--- config.mk ---
export PLATFORM = sky130hd
export DESIGN_NAME = sdram_aref_flat
export DESIGN_NICKNAME = d
export VERILOG_FILES = /design/src/rtl/sdram_aref_if.sv /design/src/rtl/sdram_aref.sv /design/src/flat_wrapper.sv
export SDC_FILE = /design/constraint.sdc
export NUM_CORES = 1
export LEC_CHECK = 0
export ABC_CLOCK_PERIOD_IN_PS = 1200
export CORE_MARGIN = 8
export CORE_UTILIZATION = 44
export CTS_BUF_LIST = sky130_fd_sc_hd__clkbuf_8 sky130_fd_sc_hd__clkbuf_16
export DETAILED_ROUTE_END_ITERATION = 8
export PLACE_DENSITY = 0.73
export SLEW_MARGIN = 20
export SYNTH_ARGS = -nofsm -noshare
export SYNTH_HDL_FRONTEND = slang
export SYNTH_SLANG_ARGS = --single-unit
--- constraint.sdc ---
create_clock -name clk -period 1.2 [get_ports clk]
set_input_delay 0.18 -clock clk [delete_from_list [all_inputs] [get_ports clk]]
set_output_delay 0.18 -clock clk [all_outputs]
set_load 0.02 [all_outputs]
--- src/rtl/sdram_aref_if.sv ---
// Refresh-stage handshake with the SDRAM arbiter plus the command/address it muxes onto the bus.
// Signal prefixes are from the refresh generator's point of view (slave modport).
interface sdram_aref_if;
    logic        i_init_end;
    logic        i_ref_en;
    logic        o_ref_req;
    logic        o_ref_end;
    logic [3:0]  o_aref_cmd;
    logic [11:0] o_aref_addr;
    logic        o_ref_miss;

    modport slave (
        input  i_init_end,
        input  i_ref_en,
        output o_ref_req,
        output o_ref_end,
        output o_aref_cmd,
        output o_aref_addr,
        output o_ref_miss
    );

    modport master (
        output i_init_end,
        output i_ref_en,
        input  o_ref_req,
        input  o_ref_end,
        input  o_aref_cmd,
        input  o_aref_addr,
        input  o_ref_miss
    );
endinterface

--- src/rtl/sdram_aref.sv ---
// SDRAM auto-refresh generator: periodic request, PRE-ALL / tRP / AREF / tRC sequence, done pulse.
// Define SDRAM_AREF_DOUBLE_EN to issue two AUTO-REFRESH commands per grant.
module sdram_aref #(
    parameter int REF_PERIOD = 750,
    parameter int TRP_CYC    = 2,
    parameter int TRC_CYC    = 7,
    parameter int CNT_W      = 10
) (
    input  logic        clk,
    input  logic        rst,
    sdram_aref_if.slave bus
);

    localparam logic [3:0]  CMD_NOP  = 4'b0111;
    localparam logic [3:0]  CMD_PRE  = 4'b0010;
    localparam logic [3:0]  CMD_AREF = 4'b0001;
    localparam logic [11:0] ADDR_ALL_BANKS = 12'h400;

    localparam int WAIT_MAX = (TRC_CYC > TRP_CYC) ? TRC_CYC : TRP_CYC;
    localparam int WAIT_W   = $clog2(WAIT_MAX) + 1;
    localparam logic [WAIT_W-1:0] TRP_LAST   = WAIT_W'(TRP_CYC - 1);
    localparam logic [WAIT_W-1:0] TRC_LAST   = WAIT_W'(TRC_CYC - 1);
    localparam logic [CNT_W-1:0]  TIMER_LAST = CNT_W'(REF_PERIOD - 1);

    typedef enum logic [2:0] {
        ST_IDLE,
        ST_PRE,
        ST_TRP,
        ST_AREF,
        ST_TRC,
`ifdef SDRAM_AREF_DOUBLE_EN
        ST_AREF2,
        ST_TRC2,
`endif
        ST_DONE
    } state_t;

    state_t            r_state;
    state_t            w_next;
    logic [WAIT_W-1:0] r_wait;
    logic [CNT_W-1:0]  r_timer;
    logic              r_ref_req;
    logic              r_ref_miss;
    logic              r_ref_end;
    logic [3:0]        r_cmd;
    logic [11:0]       r_addr;
    logic [3:0]        w_cmd;
    logic [11:0]       w_addr;
    logic              w_grant;
    logic              w_tc;

    assign w_grant = (r_state == ST_IDLE) && r_ref_req && bus.i_ref_en;
    assign w_tc    = (r_timer == TIMER_LAST);

    // Outputs are decoded from the next state so the registered command lines up with the state.
    always_comb begin
        w_next = r_state;
        w_cmd  = CMD_NOP;
        w_addr = 12'h000;
        case (r_state)
            ST_IDLE:  if (w_grant) w_next = ST_PRE;
            ST_PRE:   w_next = ST_TRP;
            ST_TRP:   if (r_wait == TRP_LAST) w_next = ST_AREF;
            ST_AREF:  w_next = ST_TRC;
`ifdef SDRAM_AREF_DOUBLE_EN
            ST_TRC:   if (r_wait == TRC_LAST) w_next = ST_AREF2;
            ST_AREF2: w_next = ST_TRC2;
            ST_TRC2:  if (r_wait == TRC_LAST) w_next = ST_DONE;
`else
            ST_TRC:   if (r_wait == TRC_LAST) w_next = ST_DONE;
`endif
            ST_DONE:  w_next = ST_IDLE;
            default:  w_next = ST_IDLE;
        endcase

        if (w_next == ST_PRE) begin
            w_cmd  = CMD_PRE;
            w_addr = ADDR_ALL_BANKS;
        end
`ifdef SDRAM_AREF_DOUBLE_EN
        if (w_next == ST_AREF || w_next == ST_AREF2) w_cmd = CMD_AREF;
`else
        if (w_next == ST_AREF) w_cmd = CMD_AREF;
`endif
    end

    // The wait counter restarts whenever the state changes, so each wait state counts from zero.
    always_ff @(posedge clk) begin
        if (rst) begin
            r_state   <= ST_IDLE;
            r_wait    <= '0;
            r_cmd     <= CMD_NOP;
            r_addr    <= 12'h000;
            r_ref_end <= 1'b0;
        end else begin
            r_state   <= w_next;
            r_wait    <= (w_next != r_state) ? '0 : r_wait + WAIT_W'(1);
            r_cmd     <= w_cmd;
            r_addr    <= w_addr;
            r_ref_end <= (w_next == ST_DONE);
        end
    end

    // Terminal count wins over a same-cycle grant, so a request raised then is not lost.
    always_ff @(posedge clk) begin
        if (rst) begin
            r_timer    <= '0;
            r_ref_req  <= 1'b0;
            r_ref_miss <= 1'b0;
        end else if (!bus.i_init_end) begin
            r_timer   <= '0;
            r_ref_req <= 1'b0;
        end else begin
            r_timer <= w_tc ? '0 : r_timer + CNT_W'(1);
            if (w_tc) begin
                r_ref_req <= 1'b1;
                if (r_ref_req && !w_grant) r_ref_miss <= 1'b1;
            end else if (w_grant) begin
                r_ref_req <= 1'b0;
            end
        end
    end

    assign bus.o_ref_req   = r_ref_req;
    assign bus.o_ref_end   = r_ref_end;
    assign bus.o_aref_cmd  = r_cmd;
    assign bus.o_aref_addr = r_addr;
    assign bus.o_ref_miss  = r_ref_miss;

endmodule

--- src/flat_wrapper.sv ---
// flat-port wrapper written by rule: the top's interface ports become plain ports
module sdram_aref_flat 
#(
    parameter int REF_PERIOD = 750,
    parameter int TRP_CYC    = 2,
    parameter int TRC_CYC    = 7,
    parameter int CNT_W      = 10
)
  (clk, rst, bus_i_init_end, bus_i_ref_en, bus_o_ref_req, bus_o_ref_end, bus_o_aref_cmd, bus_o_aref_addr, bus_o_ref_miss);
  sdram_aref_if bus_i ();
  input  logic clk;
  input  logic rst;
  input wire logic [$bits(bus_i.i_init_end)-1:0] bus_i_init_end;
  input wire logic [$bits(bus_i.i_ref_en)-1:0] bus_i_ref_en;
  output wire logic [$bits(bus_i.o_ref_req)-1:0] bus_o_ref_req;
  output wire logic [$bits(bus_i.o_ref_end)-1:0] bus_o_ref_end;
  output wire logic [$bits(bus_i.o_aref_cmd)-1:0] bus_o_aref_cmd;
  output wire logic [$bits(bus_i.o_aref_addr)-1:0] bus_o_aref_addr;
  output wire logic [$bits(bus_i.o_ref_miss)-1:0] bus_o_ref_miss;
  assign bus_i.i_init_end = bus_i_init_end;
  assign bus_i.i_ref_en = bus_i_ref_en;
  assign bus_o_ref_req = bus_i.o_ref_req;
  assign bus_o_ref_end = bus_i.o_ref_end;
  assign bus_o_aref_cmd = bus_i.o_aref_cmd;
  assign bus_o_aref_addr = bus_i.o_aref_addr;
  assign bus_o_ref_miss = bus_i.o_ref_miss;
  sdram_aref #(.REF_PERIOD(REF_PERIOD), .TRP_CYC(TRP_CYC), .TRC_CYC(TRC_CYC), .CNT_W(CNT_W)) u_core (.clk(clk), .rst(rst), .bus(bus_i));
endmodule
**Word level (Yosys, flattened, before mapping)**

Cells that the tools add are included.

- Bits in registers: 36
- Output and inout bits: 19

- Add/subtract/negate cells: 2
- Eq/ne operators: 11
- Multiplexer cells: 9
- Bitwise operators: 1
- Reduce and logical (&&, ||, !) cells: 11

Operators with widths:

| cell | count |
|---|---|
| 3-bit two-way mux | 5 |
| 3-bit case mux with 5 select lines | 1 |
| 11-bit two-way mux | 1 |
| 10-bit by 1-bit adder with 10-bit output (second input constant) | 1 |
| 10-bit equality test (second input constant) | 1 |
| 3-bit by 2-bit equality test with 1-bit output (second input constant) | 3 |
| 3-bit by 1-bit equality test with 1-bit output (second input constant) | 2 |
| 3-bit equality test (second input constant) | 2 |
| 2-bit OR reduction | 3 |
| 4-bit by 1-bit adder with 4-bit output (second input constant) | 1 |
| 4-bit by 1-bit equality test with 1-bit output (second input constant) | 1 |
| 4-bit by 3-bit equality test with 1-bit output (second input constant) | 1 |
| 1-bit logical AND | 3 |
| 3-bit logical NOT | 1 |
| 3-bit inequality test | 1 |
| 3-bit AND reduction | 1 |
| 3-bit OR reduction | 1 |
| 1-bit two-way mux | 2 |
| 2-bit nonzero test | 1 |
| 1-bit logical NOT | 1 |
| 1-bit NOT | 1 |

**Logic depth before layout (Yosys ltp)**

Gate-level depths: netlist of the first run.

- Depth in word-level cells: 8
- Gate-level depth with buffers: 6

**Worst setup path before layout of the first run**

No wires, ideal clock.

- Kind: register -> register
- Start point: reg u_core.r_timer[0]
- End point: reg u_core.r_timer[7]
- Setup time: 0.119 ns
- Data arrival time: 1.197 ns
- Data required time: 1.081 ns
- Setup slack: -0.116 ns
- Stages on the path, launching flop included: 6
- Cell sequence: dfxtp_1 > ha_1 > and4bb_1 > nand2_1 > and2_0 > o221a_1

- Cells in the longest elaborated chain, start to end: 2
- Elaborated cells on any way between the ends: 3

RTL lines:

| what | RTL line | text |
|---|---|---|
| start: declaration | sdram_aref.sv:41 | `logic [CNT_W-1:0] r_timer;` |
| start signal: assignment | sdram_aref.sv:114 | `r_timer <= w_tc ? '0 : r_timer + CNT_W'(1);` |
| branches (longest 2 deep; another with 10-bit by 1-bit adder with 10-bit output) | - |  |

Parallel ways; which one is timed is not known.
A chain may end at the register's enable or synchronous reset.

**Worst setup path after layout of the first run**

- Start point: reg u_core.r_timer[1]
- End point: reg u_core.r_timer[7]

The elaborated chain is that of the path after synthesis.

==> results.toml, run 1 <==
[status]
outcome = "finished, violations left"
violations = "negative setup slack"

[logic_synthesis]
synth_area_mm2 = 0.00110
synth_warnings = 0
synth_top_area_cell = "dfxtp_1"
synthFlopType = "dfxtp_1"
synth_area_leaders = "dfxtp_1 44%, buf_4 8.9%, ha_1 5.7%, nor2_1 5.5%, xor2_1 3.2%"
synthCells = 120
synth_edf_count = 0
async_reset_ff_share_pct = 0
synth_top_area_share_pct = 43.7
seq_area_frac_synth_pct = 43.7
ys_seq_elements = 24
synth.distinct_cells = 34
syn_area_per_cell_um2 = 9.15

[clocking]
worst_setup_hold_path_clk_slew_ns = 0.09
postCtsHoldBufs = 0
cts_root_buffer = "clkbuf_8"
clkSinkCount = 24
ctsHtreeMaxLevel = 1
cts_buffer_depth = 2
cts_tree = "yes"
cts_buffers = 3
clk_latency_ns = 0.27

[detailed_routing]
drt_iter0_drc = 32
wl_um = 2300
drtAntennaViolNets = 0
drc_errors = 0
wl_per_cell_um = 12.4
viasPerCell = 4.84
dr.pass1.iters = 4
vias = 896

[timing]
finalSetupTns_ns = -0.733
fin_crit_sh_pct = 110
hold_violations = 0
setup_viol = 15
setup_ws_ns = -0.116
fmax_ghz = 0.760
period_minus_slack_ns = 1.32
skew_ns = 0.00522
drv_slew = 0
rsz0062_at_grt = "yes"

[placed_design]
port_buffers = 10
hpwl_um = 1610
dp.cells = 177
place_congestion = 0.771
pre_cts_ws_ns = -0.225

[global_routing]
grt_pass1_vias = 887
overflow = 0
grt_first_pass_wirelength_um = 3930
grt_start_max_net_pins = 15
grt_util_all_layers_pct = 11.1
antenna_found_initial = 0

[power]
leakagePower_nw = 0.618
power_density_mw_per_mm2 = 1050
finalPower_mw = 1.60
ir_worst_vdd_v = 0.000862

[worst_setup_path]
start_kind = "flip-flop"
crit_arrival_ns = 1.47
worstReg2RegEnd = "u_core.r_timer[7]"
worstPathCellList = "inv_2 > ha_4 > and4bb_1 > nand2_1 > and2_4 > o221a_1"
rr_worst_depth = 6
critPathBufInv = 1
worst_setup_path_end_kind = "flip-flop"
r2r_setup_slack_ns = -0.12
crit_slowest_cell = "dfxtp_2"
crit-reg2reg-launch = "u_core.r_timer[1]"
cp_data_required_time_ns = 1.36
crit_family = "simple AND/OR/NAND/NOR gates"
crit_type = "reg -> reg"
critPathMaxStageDelay_ns = 0.35
cp_max_fo = 3

[layout]
fin_util_pct = 62.4
syn_to_final_growth_pct = 38.3
layout-drive-gt1-share_pct = 33.5
num-fill-cells = 222
nets = 165
antenna_cells = 0
final_cell_count_no_fill = 185

[min_path]
hold_end = "u_core.bus.o_ref_miss"
min_from = "u_core.bus.o_ref_miss"
min-delay-path-class = "reg -> reg"
whs_path_depth = 2

[floorplan]
row_count = 18
die_h_um = 66.0
fp.dieW_um = 66.0
dieArea_mm2 = 0.00435
core_mm2 = 0.00243
io_pins = 23
start_util_pct = 45.2

[job]
drv_cap = 0
[cells in the final DEF, fill, tap and decap left out, drive strengths merged, types with 2 or more instances in the layout]
cell type and n:
and2 2, nand2 8, xor2 4, inv 5
buf 23, ha 5, or2 2, nand4 4
a21oi 6, nand3b 4, clkbuf 5, clkdlybuf4s50 3
dlygate4sd2 6, nand2b 2, nor2 16, conb 12
nor2b 2, nand3 4, nand4b 2, dfxtp 24
xnor2 3
[metal layers]
metal	global-route usage [%]	wire, um	vias to the layer above
li1	-	-	452
met1	12.1	944	425
met2	20.5	1210	17
met3	3.90	128	2
met4	1.60	16	0
met5	0	0	-
[power by group]
part | internal (mW) | total, mW | switching [mW] | leakage [nW]
Sequential | 0.809 | 0.821 | 0.0124 | 0.196
Combinational | 0.0637 | 0.150 | 0.0866 | 0.387
Clock | 0.362 | 0.624 | 0.262 | 0.0339
[cells in the mapped netlist, drive strengths merged, types with 2 or more instances]
library cell  number
dfxtp             24
nor2              16
buf               13
nand2              8
a21oi              6
ha                 5
inv                5
nand3              4
nand3b             4
nand4              4
xor2               4
xnor2              3
and2               2
nand2b             2
nand4b             2
nor2b              2
or2                2
[tightest hold or removal path, cell delays in order, from the launching register on]
cell     delay (ns)
dfxtp_1        0.32
inv_1          0.06
o32ai_2        0.05
[registers in the layout, summed over array words and instances, names as in the netlist]
signal and cells:
u_core.r_timer 10, u_core.r_wait 4, u_core.bus.o_aref_cmd 3, u_core.r_state 3, u_core.bus.o_aref_addr 1, u_core.bus.o_ref_end 1, u_core.bus.o_ref_miss 1, u_core.bus.o_ref_req 1
[worst max-delay path by stage]
stage,startpoint,to,cells past startpoint
after detailed placement,bus_i_ref_en,u_core.bus.o_aref_cmd[0],5
final,u_core.r_timer[1],u_core.r_timer[7],6
after global placement,bus_i_ref_en,u_core.bus.o_aref_cmd[0],5
after global routing,u_core.r_timer[1],u_core.r_timer[7],6
after floorplan,u_core.r_timer[1],u_core.r_timer[7],6
after CTS,u_core.r_timer[1],u_core.r_timer[7],6
[cell families (layout without fill, tap and decap cells)]
logic type                 after synthesis  in the layout  share of synthesized area [%]
other                                    1             12                          0.341
and+or+nand+nor                         53             53                           26.8
adders and majority gates                5              5                           5.69
AOI/OAI and AO/OA                       12             12                           7.29
xor gates and xnor gates                 7              7                           5.58
DFF                                     24             24                           43.7
buffers and inverters                   18             42                           10.6
[metrics by stage]
stage	cell area, um2	hold slack, ns
final	1520	0.477
after global placement	1330	0.448
after floorplan	1150	0.249
after global routing	1520	0.503
after detailed placement	1330	0.458
after CTS	1470	0.469
[area by class of cell]
class / count / area (um2) / share of cell area [%]
multi-input cells: 89 / 636 / 41.8
inverters: 5 / 21.3 / 1.40
repair buffers: 33 / 268 / 17.6
flip-flops and latches: 24 / 490 / 32.3
clock buffers: 4 / 66.3 / 4.37
well taps: 30 / 37.5 / 2.47
[what timing repair did]
action | CTS | global route
pin swaps | 16 | 11
cloned | 0 | 0
gates resized for setup | 19 | 17
endpoints found under the setup margin | 26 | 22
setup buffers | 4 | 0
(Power assumes the default switching activity.)
==> run 2, diff against run 1 <==
- CELL_PAD_IN_SITES_DETAIL_PLACEMENT: default -> 1
- CELL_PAD_IN_SITES_GLOBAL_PLACEMENT: default -> 1
- CORE_UTILIZATION: 44 -> 33
- PLACE_DENSITY: 0.73 -> default
- PLACE_DENSITY_LB_ADDON: default -> 0.1
==> results.toml, run 2 (synthesis results as in run 1) <==
[global_routing]
grt_first_pass_wirelength_um = 4400
overflow = 0
grt_start_max_net_pins = 14
antenna_found_initial = 0
grt_util_all_layers_pct = 10.5
grt_pass1_vias = 990

[detailed_routing]
viasPerCell = 4.45
dr.pass1.iters = 4
drtAntennaViolNets = 0
vias = 930
drt_iter0_drc = 35
wl_per_cell_um = 12.8
wl_um = 2680
drc_errors = 0

[power]
seqPwrFrac_pct = 53.7
leakagePower_nw = 0.648
combPwrFrac_pct = 10.5
swShare_pct = 23.5
p_sw_uw = 361
p_int_mw = 1.17
power.share.clock_pct = 35.8
power_density_mw_per_mm2 = 966
ir_worst_vdd_v = 0.000795
finalPower_mw = 1.53

[layout]
num-fill-cells = 400
antenna_cells = 0
final_area_mm2 = 0.00159
final_cell_count_no_fill = 209
final_common_cell = "buf_4"
nets = 173
top_register = "u_core.r_timer"
largestRegisters = "u_core.r_timer x10, u_core.r_wait x4"
layout_common_cells = "29 x buf_4, 18 x dfxtp_1, 15 x nor2_1, 12 x conb_1, 7 x dlygate4sd2_1"
syn_to_final_growth_pct = 44.3
largest_register_ffs = 10
fin_util_pct = 48.7
layout-drive-gt1-share_pct = 36.2

[timing]
rsz0062_at_grt = "yes"
fin_crit_sh_pct = 111
skew_ns = 0.00197
slew_headroom_pct = 60.7
whs_ns = 0.478
setup_ws_ns = -0.126
period_minus_slack_ns = 1.33
hold_violations = 0
setup_viol = 20
drv_slew = 0
finalSetupTns_ns = -1.41
fmax_ghz = 0.754
worstMarginPinSlew_ns = 0.582

[worst_setup_path]
start_kind = "flip-flop"
cp_max_fo = 3
worst_setup_path_end_kind = "flip-flop"
crit_arrival_ns = 1.49
rr_worst_depth = 6
cp_data_required_time_ns = 1.36
crit_type = "reg -> reg"

[status]
outcome = "finished, violations left"
violations = "negative setup slack"

[clocking]
clkSinkCount = 24
cts_buffers = 3
worst_setup_hold_path_clk_slew_ns = 0.08
clk_latency_ns = 0.26
cts_tree = "yes"
postCtsHoldBufs = 0
ctsHtreeMaxLevel = 1
cts_buffer_depth = 2
cts_root_buffer = "clkbuf_8"

[placed_design]
port_buffers = 10
hpwl_um = 2000
dp.cells = 199
place_area_mm2 = 0.00140
place_congestion = 0.709
pre_cts_ws_ns = -0.201

[floorplan]
row_count = 21
fp.dieW_um = 73.7
dieArea_mm2 = 0.00543
die_h_um = 73.7
start_util_pct = 33.7
io_pins = 23
core_mm2 = 0.00326

[job]
drv_cap = 0

[min_path]
whs_path_depth = 2
min-delay-path-class = "reg -> reg"
## run 2: final timing paths
kind,from,slack (ns),to
setup / recovery,u_core.r_timer[1],-0.13,u_core.r_timer[7]
hold / removal,u_core.bus.o_ref_miss,0.48,u_core.bus.o_ref_miss
setup reg to reg,u_core.r_timer[1],-0.13,u_core.r_timer[7]
hold reg to reg,u_core.bus.o_ref_miss,0.48,u_core.bus.o_ref_miss
## run 2: what timing repair did
item                                    CTS  global route
buffers inserted                          5             1
gates cloned                              0             0
pin swaps                                12             5
endpoints found under the setup margin   28            21
gates resized for setup                  23            11
## run 2: cell type report
cell class,instances,area (um2),share of cell area (%)
inverter,5,21.3,1.34
multi-input combinational,89,627,39.5
clock buffer,4,55.1,3.47
tap,46,57.6,3.63
sequential,24,493,31.1
timing repair buffer,41,332,20.9
## run 2: layer usage
metal / share of wire (%) / up-vias / global-route usage, %
li1: - / 468 / -
met2: 50 / 16 / 18.1
met1: 43 / 444 / 11.4
met3: 5.4 / 2 / 4.64
met5: 0 / - / 0
met4: 0.86 / 0 / 2.00
## run 2: worst max-delay path, cell delays in order (launching register included)
cell and delay [ns]:
dfxtp_2 0.34, inv_2 0.07, ha_4 0.12, and4bb_1 0.24
nand2_1 0.08, and2_1 0.14, o221a_1 0.23
## run 2: power groups by stage
stage	Clock, mW	Sequential [mW]	Combinational, mW
2_1_floorplan	0	0.839	0.0950
3_3_place_gp	0	0.834	0.125
3_5_place_dp	0	0.837	0.131
4_1_cts	0.569	0.822	0.155
5_1_grt	0.598	0.825	0.176
6_report	0.548	0.823	0.161
